===== config.mk =====
export PLATFORM = sky130hd
export DESIGN_NAME = multi_byte_alu_sequencer_flat
export DESIGN_NICKNAME = d
export VERILOG_FILES = /design/src/rtl/multi_byte_alu_sequencer.sv /design/src/rtl/multi_byte_alu_sequencer_if.sv /design/src/flat_wrapper.sv
export SDC_FILE = /design/constraint.sdc
export NUM_CORES = 1
export LEC_CHECK = 0
export CAP_MARGIN = 10
export CORE_MARGIN = 4
export CORE_UTILIZATION = 35
export CTS_CLUSTER_SIZE = 24
export DETAILED_ROUTE_END_ITERATION = 10
export GPL_ROUTABILITY_DRIVEN = 0
export PLACE_DENSITY_LB_ADDON = 0.3
export SYNTH_ARGS = -nofsm -noshare
export SYNTH_HDL_FRONTEND = slang
export SYNTH_SLANG_ARGS = --single-unit

===== constraint.sdc =====
create_clock -name clk_i -period 2.7 [get_ports clk_i]
set_clock_uncertainty 0.2 [all_clocks]
set_input_delay 0.27 -clock clk_i [delete_from_list [all_inputs] [get_ports clk_i]]
set_output_delay 0.27 -clock clk_i [all_outputs]
set_load 0.005 [all_outputs]

===== src/rtl/multi_byte_alu_sequencer.sv =====
// Wide ALU sequencer: runs BYTES x 8-bit ops on one eight_bit_alu, LSB first.
// Ports: clk_i, rst_ni (async low), bus (req/rsp handshakes + ALU drive/return).
package multi_byte_alu_pkg;
  localparam int DATA_WIDTH = 8;
  localparam int CONTROL_WIDTH = 3;

  localparam logic [2:0] OUTPUT_A         = 3'd0;
  localparam logic [2:0] OUTPUT_B         = 3'd1;
  localparam logic [2:0] OUTPUT_A_PLUS_B  = 3'd2;
  localparam logic [2:0] OUTPUT_A_MINUS_B = 3'd3;
  localparam logic [2:0] OUTPUT_A_AND_B   = 3'd4;
  localparam logic [2:0] OUTPUT_A_OR_B    = 3'd5;
  localparam logic [2:0] OUTPUT_A_XOR_B   = 3'd6;
  localparam logic [2:0] OUTPUT_NOT_A     = 3'd7;

  localparam logic [1:0] DEFAULT_FLAG  = 2'b00;
  localparam logic [1:0] ZERO_FLAG     = 2'b01;
  localparam logic [1:0] NEGATIVE_FLAG = 2'b10;
  localparam logic [1:0] OVERFLOW_FLAG = 2'b11;
endpackage

module multi_byte_alu_sequencer
  import multi_byte_alu_pkg::*;
#(
  parameter int BYTES = 4
) (
  input logic clk_i,
  input logic rst_ni,
  multi_byte_alu_sequencer_if.slave bus
);

  localparam int W  = BYTES * 8;
  localparam int IW = (BYTES > 1) ? $clog2(BYTES) : 1;

  localparam logic [1:0] IDLE = 2'd0;
  localparam logic [1:0] RUN  = 2'd1;
  localparam logic [1:0] DONE = 2'd2;

  logic [1:0]               state_q;
  logic [W-1:0]             a_q;
  logic [W-1:0]             b_q;
  logic [W-1:0]             y_q;
  logic [CONTROL_WIDTH-1:0] f_q;
  logic                     cb_in_q;
  logic                     carry_q;
  logic [1:0]               flag_q;
  logic [IW-1:0]            idx_q;

  logic                     run;
  logic                     last;
  logic [IW+2:0]            sh;
  logic [7:0]               a_byte;
  logic [7:0]               b_byte;
  logic [W-1:0]             mask;
  logic [W-1:0]             y_next;
  logic [1:0]               flag_d;
  logic                     unused_alu_flag;

  assign run  = (state_q == RUN);
  assign last = (idx_q == IW'(BYTES - 1));
  assign sh   = {idx_q, 3'b000};

  assign a_byte = 8'(a_q >> sh);
  assign b_byte = 8'(b_q >> sh);

  // Splice the incoming ALU byte into the partial result at idx.
  assign mask   = W'(8'hFF) << sh;
  assign y_next = (y_q & ~mask)
                | (W'(bus.alu_y_i) << sh);

  // Word flag is judged on the completed word and the top-byte carry.
  always_comb begin
    flag_d = DEFAULT_FLAG;
    if (f_q == OUTPUT_A_PLUS_B && bus.alu_cb_i)
      flag_d = OVERFLOW_FLAG;
    else if (f_q == OUTPUT_A_MINUS_B && bus.alu_cb_i)
      flag_d = NEGATIVE_FLAG;
    else if (y_next == '0)
      flag_d = ZERO_FLAG;
  end

  assign bus.req_ready_o = (state_q == IDLE);
  assign bus.rsp_valid_o = (state_q == DONE);
  assign bus.rsp_y_o     = y_q;
  assign bus.rsp_cb_o    = carry_q;
  assign bus.rsp_flag_o  = flag_q;

  assign bus.alu_a_o  = run ? a_byte : '0;
  assign bus.alu_b_o  = run ? b_byte : '0;
  assign bus.alu_f_o  = run ? f_q : '0;
  assign bus.alu_cb_o = run &
    ((idx_q == '0) ? cb_in_q : carry_q);

  assign unused_alu_flag = ^bus.alu_flag_i;

  always_ff @(posedge clk_i or negedge rst_ni) begin
    if (!rst_ni) begin
      state_q <= IDLE;
      a_q     <= '0;
      b_q     <= '0;
      y_q     <= '0;
      f_q     <= '0;
      cb_in_q <= 1'b0;
      carry_q <= 1'b0;
      flag_q  <= DEFAULT_FLAG;
      idx_q   <= '0;
    end else begin
      unique case (state_q)
        IDLE: begin
          if (bus.req_valid_i) begin
            a_q     <= bus.req_a_i;
            b_q     <= bus.req_b_i;
            f_q     <= bus.req_f_i;
            cb_in_q <= bus.req_cb_i;
            idx_q   <= '0;
            y_q     <= '0;
            carry_q <= 1'b0;
            flag_q  <= DEFAULT_FLAG;
            state_q <= RUN;
          end
        end
        RUN: begin
          y_q     <= y_next;
          carry_q <= bus.alu_cb_i;
          if (last) begin
            flag_q  <= flag_d;
            state_q <= DONE;
          end else begin
            idx_q <= idx_q + 1'b1;
          end
        end
        DONE: begin
          if (bus.rsp_ready_i)
            state_q <= IDLE;
        end
        default: state_q <= IDLE;
      endcase
    end
  end

endmodule

===== src/rtl/multi_byte_alu_sequencer_if.sv =====
// Bundle for the wide ALU sequencer: request, response and ALU drive/return.
// slave = sequencer side, master = control logic plus ALU side.
interface multi_byte_alu_sequencer_if #(
  parameter int BYTES         = 4,
  parameter int DATA_WIDTH    = 8,
  parameter int CONTROL_WIDTH = 3
);
  logic                     req_valid_i;
  logic                     req_ready_o;
  logic [BYTES*8-1:0]       req_a_i;
  logic [BYTES*8-1:0]       req_b_i;
  logic [CONTROL_WIDTH-1:0] req_f_i;
  logic                     req_cb_i;

  logic                     rsp_valid_o;
  logic                     rsp_ready_i;
  logic [BYTES*8-1:0]       rsp_y_o;
  logic                     rsp_cb_o;
  logic [1:0]               rsp_flag_o;

  logic [DATA_WIDTH-1:0]    alu_a_o;
  logic [DATA_WIDTH-1:0]    alu_b_o;
  logic [CONTROL_WIDTH-1:0] alu_f_o;
  logic                     alu_cb_o;
  logic [DATA_WIDTH-1:0]    alu_y_i;
  logic                     alu_cb_i;
  logic [1:0]               alu_flag_i;

  modport slave (
    input  req_valid_i, req_a_i, req_b_i,
    input  req_f_i, req_cb_i, rsp_ready_i,
    input  alu_y_i, alu_cb_i, alu_flag_i,
    output req_ready_o, rsp_valid_o,
    output rsp_y_o, rsp_cb_o, rsp_flag_o,
    output alu_a_o, alu_b_o, alu_f_o, alu_cb_o
  );

  modport master (
    output req_valid_i, req_a_i, req_b_i,
    output req_f_i, req_cb_i, rsp_ready_i,
    output alu_y_i, alu_cb_i, alu_flag_i,
    input  req_ready_o, rsp_valid_o,
    input  rsp_y_o, rsp_cb_o, rsp_flag_o,
    input  alu_a_o, alu_b_o, alu_f_o, alu_cb_o
  );
endinterface


===== src/flat_wrapper.sv =====
// flat-port wrapper written by rule: the top's interface ports become plain ports
module multi_byte_alu_sequencer_flat import multi_byte_alu_pkg::*;
#(
  parameter int BYTES = 4
)
  (clk_i, rst_ni, bus_req_valid_i, bus_req_a_i, bus_req_b_i, bus_req_f_i, bus_req_cb_i, bus_rsp_ready_i, bus_alu_y_i, bus_alu_cb_i, bus_alu_flag_i, bus_req_ready_o, bus_rsp_valid_o, bus_rsp_y_o, bus_rsp_cb_o, bus_rsp_flag_o, bus_alu_a_o, bus_alu_b_o, bus_alu_f_o, bus_alu_cb_o);
  multi_byte_alu_sequencer_if #(.BYTES(BYTES)) bus_i ();
  input logic clk_i;
  input logic rst_ni;
  input wire logic [$bits(bus_i.req_valid_i)-1:0] bus_req_valid_i;
  input wire logic [$bits(bus_i.req_a_i)-1:0] bus_req_a_i;
  input wire logic [$bits(bus_i.req_b_i)-1:0] bus_req_b_i;
  input wire logic [$bits(bus_i.req_f_i)-1:0] bus_req_f_i;
  input wire logic [$bits(bus_i.req_cb_i)-1:0] bus_req_cb_i;
  input wire logic [$bits(bus_i.rsp_ready_i)-1:0] bus_rsp_ready_i;
  input wire logic [$bits(bus_i.alu_y_i)-1:0] bus_alu_y_i;
  input wire logic [$bits(bus_i.alu_cb_i)-1:0] bus_alu_cb_i;
  input wire logic [$bits(bus_i.alu_flag_i)-1:0] bus_alu_flag_i;
  output wire logic [$bits(bus_i.req_ready_o)-1:0] bus_req_ready_o;
  output wire logic [$bits(bus_i.rsp_valid_o)-1:0] bus_rsp_valid_o;
  output wire logic [$bits(bus_i.rsp_y_o)-1:0] bus_rsp_y_o;
  output wire logic [$bits(bus_i.rsp_cb_o)-1:0] bus_rsp_cb_o;
  output wire logic [$bits(bus_i.rsp_flag_o)-1:0] bus_rsp_flag_o;
  output wire logic [$bits(bus_i.alu_a_o)-1:0] bus_alu_a_o;
  output wire logic [$bits(bus_i.alu_b_o)-1:0] bus_alu_b_o;
  output wire logic [$bits(bus_i.alu_f_o)-1:0] bus_alu_f_o;
  output wire logic [$bits(bus_i.alu_cb_o)-1:0] bus_alu_cb_o;
  assign bus_i.req_valid_i = bus_req_valid_i;
  assign bus_i.req_a_i = bus_req_a_i;
  assign bus_i.req_b_i = bus_req_b_i;
  assign bus_i.req_f_i = bus_req_f_i;
  assign bus_i.req_cb_i = bus_req_cb_i;
  assign bus_i.rsp_ready_i = bus_rsp_ready_i;
  assign bus_i.alu_y_i = bus_alu_y_i;
  assign bus_i.alu_cb_i = bus_alu_cb_i;
  assign bus_i.alu_flag_i = bus_alu_flag_i;
  assign bus_req_ready_o = bus_i.req_ready_o;
  assign bus_rsp_valid_o = bus_i.rsp_valid_o;
  assign bus_rsp_y_o = bus_i.rsp_y_o;
  assign bus_rsp_cb_o = bus_i.rsp_cb_o;
  assign bus_rsp_flag_o = bus_i.rsp_flag_o;
  assign bus_alu_a_o = bus_i.alu_a_o;
  assign bus_alu_b_o = bus_i.alu_b_o;
  assign bus_alu_f_o = bus_i.alu_f_o;
  assign bus_alu_cb_o = bus_i.alu_cb_o;
  multi_byte_alu_sequencer #(.BYTES(BYTES)) u_core (.clk_i(clk_i), .rst_ni(rst_ni), .bus(bus_i));
endmodule

==> impl_metrics.tcl, run 1 <==
set metrics [dict create \
    status "complete, no violations" \
    maxUsedRoutingLayer "met4" \
    row_count 42 \
    critPathKind "flip-flop to output port" \
    vias 3355 \
    final_nets 563 \
    ys_types 44 \
    cts_tree "yes" \
    wl_per_cell_microns 18.53 \
    comb_power_share 0.476 \
    clkLatencyLatePin_ns 0.34 \
    drive_gt1_frac 0.2661 \
    power_density_nw_per_um2 1162 \
    grtUsageTotal 0.1575 \
    syn_inst 332 \
    final_common_cell "clkdlybuf4s50_1" \
    power_switching_w 0.002478 \
    seqPwrFrac 0.362 \
    grt_pass1_wl_microns 19640 \
    synth_nets 419 \
    dp_hpwl_microns 9053 \
    wl_met1_microns 5248 \
    cp_data_arrival_time_ns 2.10 \
    hold_class "input pin to async pin" \
    antenna_cells 0 \
    timing.final.crit_period_ns 2.573 \
    drtPass1Iterations 4 \
    cts.sinks 107 \
    ios 140 \
    h-tree-depth 3 \
    viasPerCell 5.107 \
    drtIter0Drc 233 \
    ant_nets 0 \
    p_int_w 0.005345 \
    cts_root_buf "clkbuf_16" \
    ys_ff_latch 107 \
    die_width_microns 125.4 \
    grt_max_degree 61 \
    p_total_w 0.007824 \
    tightest_slew_ns 0.8731 \
    area_growth_pct 39.45 \
    rsz0062_at_grt "no" \
    ir_worst_vdd_uv 444.9 \
    avgSynthCellArea_sq_um 14.54 \
    finalMaxSlewViolations 0 \
    mostFrequentLayoutCells "136 x clkdlybuf4s50_1, 105 x dfrtp_1, 62 x mux2_2" \
    max_slew_margin 0.4134 \
    max_clock_freq_mhz 388.6 \
    die_area_sq_um 15740 \
    finalCritPeriodShare 0.9531 \
    start_kind "flip-flop" \
    met2_length_microns 6095 \
    start_util 0.3602 \
    drcViolationCount 0 \
    grt_pass1_vias 3638 \
    route.met3.wl_microns 600 \
    portBuffers 137 \
    antenna_found_initial 0 \
    syn_area_sq_um 4827 \
    required_ns 2.23 \
    clkPwrFrac 0.162 \
    swShare 0.3168 \
    cts_buffers 9 \
    synth-seq-area-share 0.5547 \
    clk_pin_slew_ns 0.08 \
    leakage_nw 2.764 \
    core-area_sq_um 13400 \
    fp.dieH_microns 125.4 \
    setup-tns-final_ns 0 \
    ys_warn_count 0 \
    setup_violations 0 \
    wl_microns 12170 \
    grt_overflow 0 \
    drv_cap 0 \
    crit_path_end_kind "output port" \
    finalHoldViolCount 0 \
    final_core_util 0.5023 \
    crit_path_max_fanout 10 \
    clockBufferDepth 2 \
]
==> cell families (layout without fill, tap and decap cells) <==
group | Yosys count | in the layout | synth area share
simple gates | 54 | 54 | 0.06662
buf+inv | 26 | 175 | 0.03447
flops | 107 | 107 | 0.5547
fa+ha+maj | 4 | 4 | 0.01037
mux | 86 | 86 | 0.2377
compound gates | 55 | 55 | 0.09617
==> timing repair <==
item | CTS | global route
resized for setup | 1 | 2
pin swaps | 0 | 0
setup buffers | 0 | 0
hold endpoints to repair | 107 | 0
endpoints found under the setup margin | 1 | 3
hold buffers | 1 | 0
==> cells in the mapped netlist, drive strengths merged <==
cell     number  area (sq um)
inv           7         26.28
dfrtp       107          2678
nor2b         1         6.260
a32oi         3         33.79
o221ai        1         8.760
nor2          8         30.03
a22o         30         264.0
o21ai         6         30.03
and2         20         125.1
a21oi         6         52.56
nor3          4         25.02
a221oi        1         15.01
clkbuf        3         11.26
o22ai         3         18.77
mux4         16         360.4
o211ai        1         7.510
or3           1         6.260
or2           1         6.260
nor4          4         37.53
buf          16         128.9
a211o         1         8.760
o41ai         1         8.760
o31ai         1         7.510
nand3b        1         7.510
and3b         1         8.760
or4           2         18.77
nand2         7         26.28
mux2i         1         10.01
nand2b        3         18.77
o2111ai       1         8.760
nand3         1         5.000
mux2         69         777.0
ha            4         50.05
==> area by class of cell <==
class                           count  area (sq um)
Multi-Input combinational cell    199          1991
Clock buffer                       11         252.7
Fill cell                        1206          6669
Clock inverter                      5         36.28
Timing Repair Buffer              152          1525
Tap cell                          176         220.2
Sequential cell                   107          2680
Inverter                            7         26.28
==> routing by layer <==
metal	track usage	vias to the layer above
met2	0.2596	107
met5	0	-
met4	0.05931	0
met1	0.2045	1699
li1	-	1532
met3	0.03412	17
==> metrics by stage <==
stage / instance area [sq um] / std cells / hold WS, ns / setup slack [ns]
final: 6731 / 657 / 0.1242 / 0.1267
after global routing: 6731 / 657 / 0.1448 / 0.01588
after CTS: 6728 / 657 / 0.1317 / 0.07133
after detailed placement: 6425 / 640 / -0.05668 / 0.3677
after global placement: 6425 / 640 / -0.05915 / 0.3939
after floorplan: 4827 / 332 / -0.2256 / 0.7631
==> registers in the layout, summed over array words and instances (netlist names) <==
register               count
u_core.a_q                32
u_core.b_q                32
u_core.bus.rsp_y_o        32
u_core.f_q                 3
u_core.bus.rsp_flag_o      2
u_core.idx_q               2
u_core.state_q             2
u_core.bus.rsp_cb_o        1
u_core.cb_in_q             1
==> critical path, cell delays in order, from the launching register on <==
cell	delay, ns
dfrtp_2	0.37
buf_4	0.24
mux4_2	0.53
and2_1	0.17
clkdlybuf4s50_1	0.47
==> power groups by stage <==
stage          registers [W]  clock network [W]  logic [W]
2_1_floorplan        0.00272                  0    0.00228
3_3_place_gp         0.00281                  0    0.00371
3_5_place_dp         0.00286                  0    0.00376
4_1_cts              0.00283            0.00131    0.00379
5_1_grt              0.00293            0.00137    0.00402
6_report             0.00283            0.00127    0.00373
==> worst paths after layout <==
path | slack (ns) | startpoint | cells past startpoint | end
worst max-delay path | 0.13 | u_core.idx_q[0] | 4 | bus_alu_a_o[7]
worst min-delay path | 0.12 | rst_ni | 2 | u_core.a_q[2]
worst max register to register | 0.44 | u_core.idx_q[0] | 7 | u_core.bus.rsp_flag_o[0]
worst min register to register | 0.29 | u_core.b_q[30] | 1 | u_core.b_q[30]
max in group asynchronous | 1.48 | rst_ni | 3 | u_core.bus.rsp_y_o[11]
min in group clk_i | 0.29 | u_core.b_q[30] | 1 | u_core.b_q[30]
Power figures use the tool's default switching activity.
==> run 2, diff against run 1 <==
- CELL_PAD_IN_SITES_DETAIL_PLACEMENT: default -> 1
- CELL_PAD_IN_SITES_GLOBAL_PLACEMENT: default -> 1
- HOLD_SLACK_MARGIN: default -> 0.05
- clock period: 2.7 -> 3.25 ns (I/O delays scaled with it)
==> impl_metrics.tcl, run 2 (synthesis results as in run 1) <==
set metrics [dict create \
    finalMaxSlewViolations 0 \
    dp_hpwl_microns 9347 \
    cts_buffers 9 \
    antenna_found_initial 0 \
    power_switching_w 0.002100 \
    die_width_microns 125.4 \
    finalNonFillerCells 653 \
    hold_start "u_core.b_q[28]" \
    dp_slack_ns 0.5892 \
    drcViolationCount 0 \
    ant_nets 0 \
    fp.dieH_microns 125.4 \
    p_total_w 0.006457 \
    grtUsageTotal 0.1692 \
    clkPwrFrac 0.160 \
    crit_path_max_fanout 20 \
    h-tree-depth 3 \
    ios 140 \
    core-area_sq_um 13400 \
    portBuffers 137 \
    r2r_end "u_core.bus.rsp_flag_o[0]" \
    tightest_slew_ns 0.8946 \
    r2r_slack_ns 0.67 \
    comb_power_share 0.463 \
    seqPwrFrac 0.377 \
    cp-startpoint "u_core.idx_q[0]" \
    leakage_nw 2.716 \
    start_kind "flip-flop" \
    rsz0062_at_grt "no" \
    p_int_w 0.004357 \
    final_core_util 0.4964 \
    critPathCapture "bus_alu_cb_o" \
    setup-tns-final_ns 0 \
    wl_per_cell_microns 19.68 \
    cts_root_buf "clkbuf_16" \
    clkLatencyLatePin_ns 0.35 \
    grt_max_degree 58 \
    die_area_sq_um 15740 \
    grt_pass1_wl_microns 20820 \
    wl_microns 12850 \
    timing.final.crit_period_ns 2.995 \
    max_slew_margin 0.3990 \
    fillers 1357 \
    finalCritPeriodShare 0.9217 \
    cts_tree "yes" \
    viasPerCell 5.093 \
    swShare 0.3252 \
    antenna_cells 0 \
    mostFrequentLayoutCells "136 x clkdlybuf4s50_1, 106 x dfrtp_1, 62 x mux2_2" \
    max_clock_freq_mhz 333.8 \
    grt_pass1_vias 3758 \
    r2r_cells 6 \
    drtPass1Iterations 4 \
    worst_slack_ns 0.2545 \
    drv_cap 0 \
    final_common_cell "clkdlybuf4s50_1" \
    clockBufferDepth 2 \
    area_growth_pct 37.79 \
    status "complete, no violations" \
    start_util 0.3602 \
    setup_violations 0 \
    power_density_nw_per_um2 970.8 \
    critPathKind "flip-flop to output port" \
    place_inst 636 \
    drtIter0Drc 115 \
    worstReg2RegStart "u_core.idx_q[0]" \
    clk_pin_slew_ns 0.07 \
    vias 3326 \
    hold_class "flip-flop to flip-flop" \
    ir_worst_vdd_uv 323.9 \
    grt_overflow 0 \
    post_cts_buffers 0 \
    row_count 42 \
    drive_gt1_frac 0.2516 \
    cp_data_arrival_time_ns 2.47 \
    finalHoldViolCount 0 \
    required_ns 2.72 \
    crit_path_end_kind "output port" \
    cts.sinks 107 \
    final_nets 559 \
]
-- run 2: cell count changes in the layout (fill, tap and decap cells not counted), moves of 2 or more --
cell and change:
clkinvlp_4 +3, buf_12 -2, clkbuf_1 +2, clkbuf_8 -2, clkinv_4 -2
-- run 2: worst max-delay path, stage by stage, from the launching register on --
cell and delay (ns):
dfrtp_2 0.83, inv_2 0.16, ha_1 0.34, mux2i_1 0.15, nor2_1 0.09, clkdlybuf4s50_1 0.56
-- run 2: how the worst min path moves through the flow --
stage,to,slack (ns),depth (start not counted)
finish,u_core.b_q[28],0.29,1
detailed placement,u_core.a_q[2],0.24,1
global placement,u_core.a_q[2],0.23,1
CTS,u_core.b_q[29],0.29,1
floorplan,u_core.a_q[0],-0.17,0
global route,u_core.b_q[28],0.32,1
-- run 2: metrics by stage --
stage	hold WS [ns]	instance area (sq um)
finish	0.2875	6651
global route	0.3182	6651
CTS	0.2936	6651
detailed placement	0.2366	6370
global placement	0.2286	6370
floorplan	-0.1706	4827
-- run 2: layer usage --
layer	up-vias	part of all wire	wire, microns	GRT usage
met2	92	0.52	6676	0.2885
met1	1704	0.42	5438	0.2122
li1	1515	-	-	-
met3	15	0.044	562	0.04520
met4	0	0.014	174	0.04783
met5	-	0	0	0
-- run 2: power groups by stage --
stage          clock [W]  sequential (W)  combinational, W
2_1_floorplan          0         0.00226           0.00189
3_3_place_gp           0         0.00242           0.00295
3_5_place_dp           0         0.00246           0.00303
4_1_cts          0.00107         0.00245           0.00305
5_1_grt          0.00111         0.00254           0.00325
6_report         0.00103         0.00244           0.00299
-- run 2: final cells by class --
class	instances	area, sq um	share of cell area
Clock buffer	11	232.7	0.03499
Clock inverter	5	38.79	0.005831
Timing Repair Buffer	148	1466	0.2205
Tap cell	176	220.2	0.03311
Sequential cell	107	2679	0.4027
Inverter	7	26.28	0.003950
Multi-Input combinational cell	199	1988	0.2989
-- run 2: what timing repair did --
item,CTS,global route
hold buffers,1,0
resized for setup,0,0
hold endpoints to repair,55,0
==> run 3, diff against run 2 <==
- CORE_MARGIN: 4 -> 2
- RECOVER_POWER: default -> 50
- clock period: 3.25 -> 3.65 ns (I/O delays scaled with it)
==> impl_metrics.tcl, run 3 (synthesis results as in run 1) <==
set metrics [dict create \
    status "complete, but fails checks" \
    violations "capacitance limit, slew limit" \
    grtUsageTotal 0.1804 \
    r2r_end "u_core.b_q[12]" \
    required_ns 3.08 \
    wl_per_cell_microns 19.22 \
    critPathKind "flip-flop to output port" \
    mostFrequentLayoutCells "106 x dfrtp_1, 101 x clkdlybuf4s50_1, 62 x mux2_2" \
    cts_tree "yes" \
    dpl_cell_area_sq_um 6332 \
    setup-tns-final_ns 0 \
    die_width_microns 121.4 \
    clkLatencyLatePin_ns 0.35 \
    finalHoldViolCount 0 \
    finalNonFillerCells 648 \
    seqPwrFrac 0.377 \
    die_area_sq_um 14750 \
    worstReg2RegStart "u_core.state_q[0]" \
    drtPass1Iterations 4 \
    hold_start "u_core.b_q[25]" \
    cp_slowest_cell "dfrtp_2" \
    cp_data_arrival_time_ns 2.61 \
    fillers 1366 \
    swShare 0.3182 \
    clkPwrFrac 0.183 \
    busiest_layer "met2" \
    setup_violations 0 \
    p_total_w 0.005781 \
    r2r_slack_ns 0.56 \
    use_met2 0.2953 \
    clockBufferDepth 2 \
    area_growth_pct 37.87 \
    leakage_nw 2.803 \
    max_slew_margin -0.2776 \
    place_inst 631 \
    whs_ns 0.2883 \
    grt_overflow 0 \
    antenna_found_initial 0 \
    drtIter0Drc 171 \
    grt_pass1_vias 3595 \
    p_int_w 0.003941 \
    start_util 0.3616 \
    tightest_slew_ns 1.916 \
    post_cts_buffers 0 \
    finalCritPeriodShare 0.8688 \
    hold_class "flip-flop to flip-flop" \
    drive_gt1_frac 0.2436 \
    grt_use_met3 0.05028 \
    wl_microns 12450 \
    stdcell_area_sq_um 6655 \
    ios 140 \
    viasPerCell 5.116 \
    fp.dieH_microns 121.4 \
    ant_nets 0 \
    timing.final.crit_period_ns 3.171 \
    hold_end "u_core.b_q[25]" \
    portBuffers 137 \
    vias 3315 \
    holdPathStages 1 \
    rsz0062_at_grt "no" \
    use_met1 0.2319 \
    seq_area_sq_um 2679 \
    finalMaxSlewViolations 40 \
    power_density_nw_per_um2 868.6 \
    multi_input_area_sq_um 1986 \
    max_clock_freq_mhz 315.4 \
    cts_buffers 9 \
    crit_path_end_kind "output port" \
    path_cells "inv_2, ha_1, mux2i_1, nor2_1, clkdlybuf4s50_1" \
    clk_pin_slew_ns 0.08 \
    dp_hpwl_microns 8821 \
    comb_power_share 0.440 \
    grt_pass1_wl_microns 19970 \
    cts_root_buf "clkbuf_16" \
    max_stage_delay_ns 0.92 \
    start_kind "flip-flop" \
    grt_max_degree 57 \
    antenna_cells 0 \
    h-tree-depth 3 \
    final_common_cell "dfrtp_1" \
    final_nets 554 \
    drv_cap 1 \
    cts.sinks 107 \
    drcViolationCount 0 \
    crit_path_max_fanout 28 \
    row_count 42 \
    core-area_sq_um 13350 \
    ir_worst_vdd_uv 352.0 \
    power_switching_w 0.001840 \
    r2r_cells 4 \
]
[run 3: cell count changes in the layout (fill, tap and decap cells not counted), sizes merged]
| cell | previous run | this run |
|---|---|---|
| clkdlybuf4s50 | 136 | 101 |
| inv | 8 | 9 |
| bufinv | 0 | 2 |
| clkinvlp | 3 | 1 |
| clkbuf | 11 | 12 |
| dlygate4sd3 | 1 | 36 |
| clkinv | 1 | 2 |
| buf | 11 | 3 |
[run 3: metal layers]
metal	routed length, microns	part of all wire	vias to the layer above
li1	-	-	1510
met1	5386	0.43	1709
met2	6169	0.50	86
met3	736	0.059	10
met4	161	0.013	0
met5	0	0	-
[run 3: cell type report]
cell class                 instances  share of cell area
sequential                       107              0.4025
clock buffer                       9             0.03384
timing repair buffer             143              0.2134
inverter                           7            0.003948
tap                              176             0.03309
multi-input combinational        199              0.2984
clock inverter                     7             0.01485
[run 3: power by group through the flow]
stage / Sequential [W] / Combinational (W) / Clock [W]
after floorplan: 0.00201 / 0.00168 / 0
after global placement: 0.00219 / 0.00256 / 0
after detailed placement: 0.00223 / 0.00262 / 0
after CTS: 0.00221 / 0.00264 / 0.00109
after global routing: 0.00228 / 0.00277 / 0.00114
final: 0.00218 / 0.00254 / 0.00106
[run 3: worst max path at each step]
| stage | startpoint | endpoint | slack (ns) |
|---|---|---|---|
| floorplan | u_core.idx_q[0] | bus_alu_a_o[0] | 1.68 |
| global placement | u_core.idx_q[0] | bus_alu_cb_o | 0.77 |
| detailed placement | u_core.idx_q[0] | bus_alu_cb_o | 0.80 |
| CTS | u_core.idx_q[0] | bus_alu_cb_o | 0.39 |
| global route | u_core.idx_q[0] | bus_alu_cb_o | 0.26 |
| finish | u_core.idx_q[0] | bus_alu_cb_o | 0.48 |
[run 3: worst max-delay path: cells and delay by family, from the launching register on]
| family | cells | cell delay [ns] |
|---|---|---|
| buf+inv | 2 | 0.74 |
| mux | 1 | 0.15 |
| fa+ha+maj | 1 | 0.34 |
| simple gates | 1 | 0.10 |
| flops | 1 | 0.92 |
[run 3: through the flow]
step / util / worst slack (ns)
floorplan: - / 1.684
global placement: 0.4744 / 0.7684
detailed placement: 0.4744 / 0.8046
CTS: 0.4994 / 0.3928
global route: 0.4986 / 0.2633
finish: 0.4986 / 0.4790
[run 3: what timing repair did]
action,CTS,global route
endpoints found under the hold margin,54,0
hold buffers,1,0
gates resized for setup,0,0
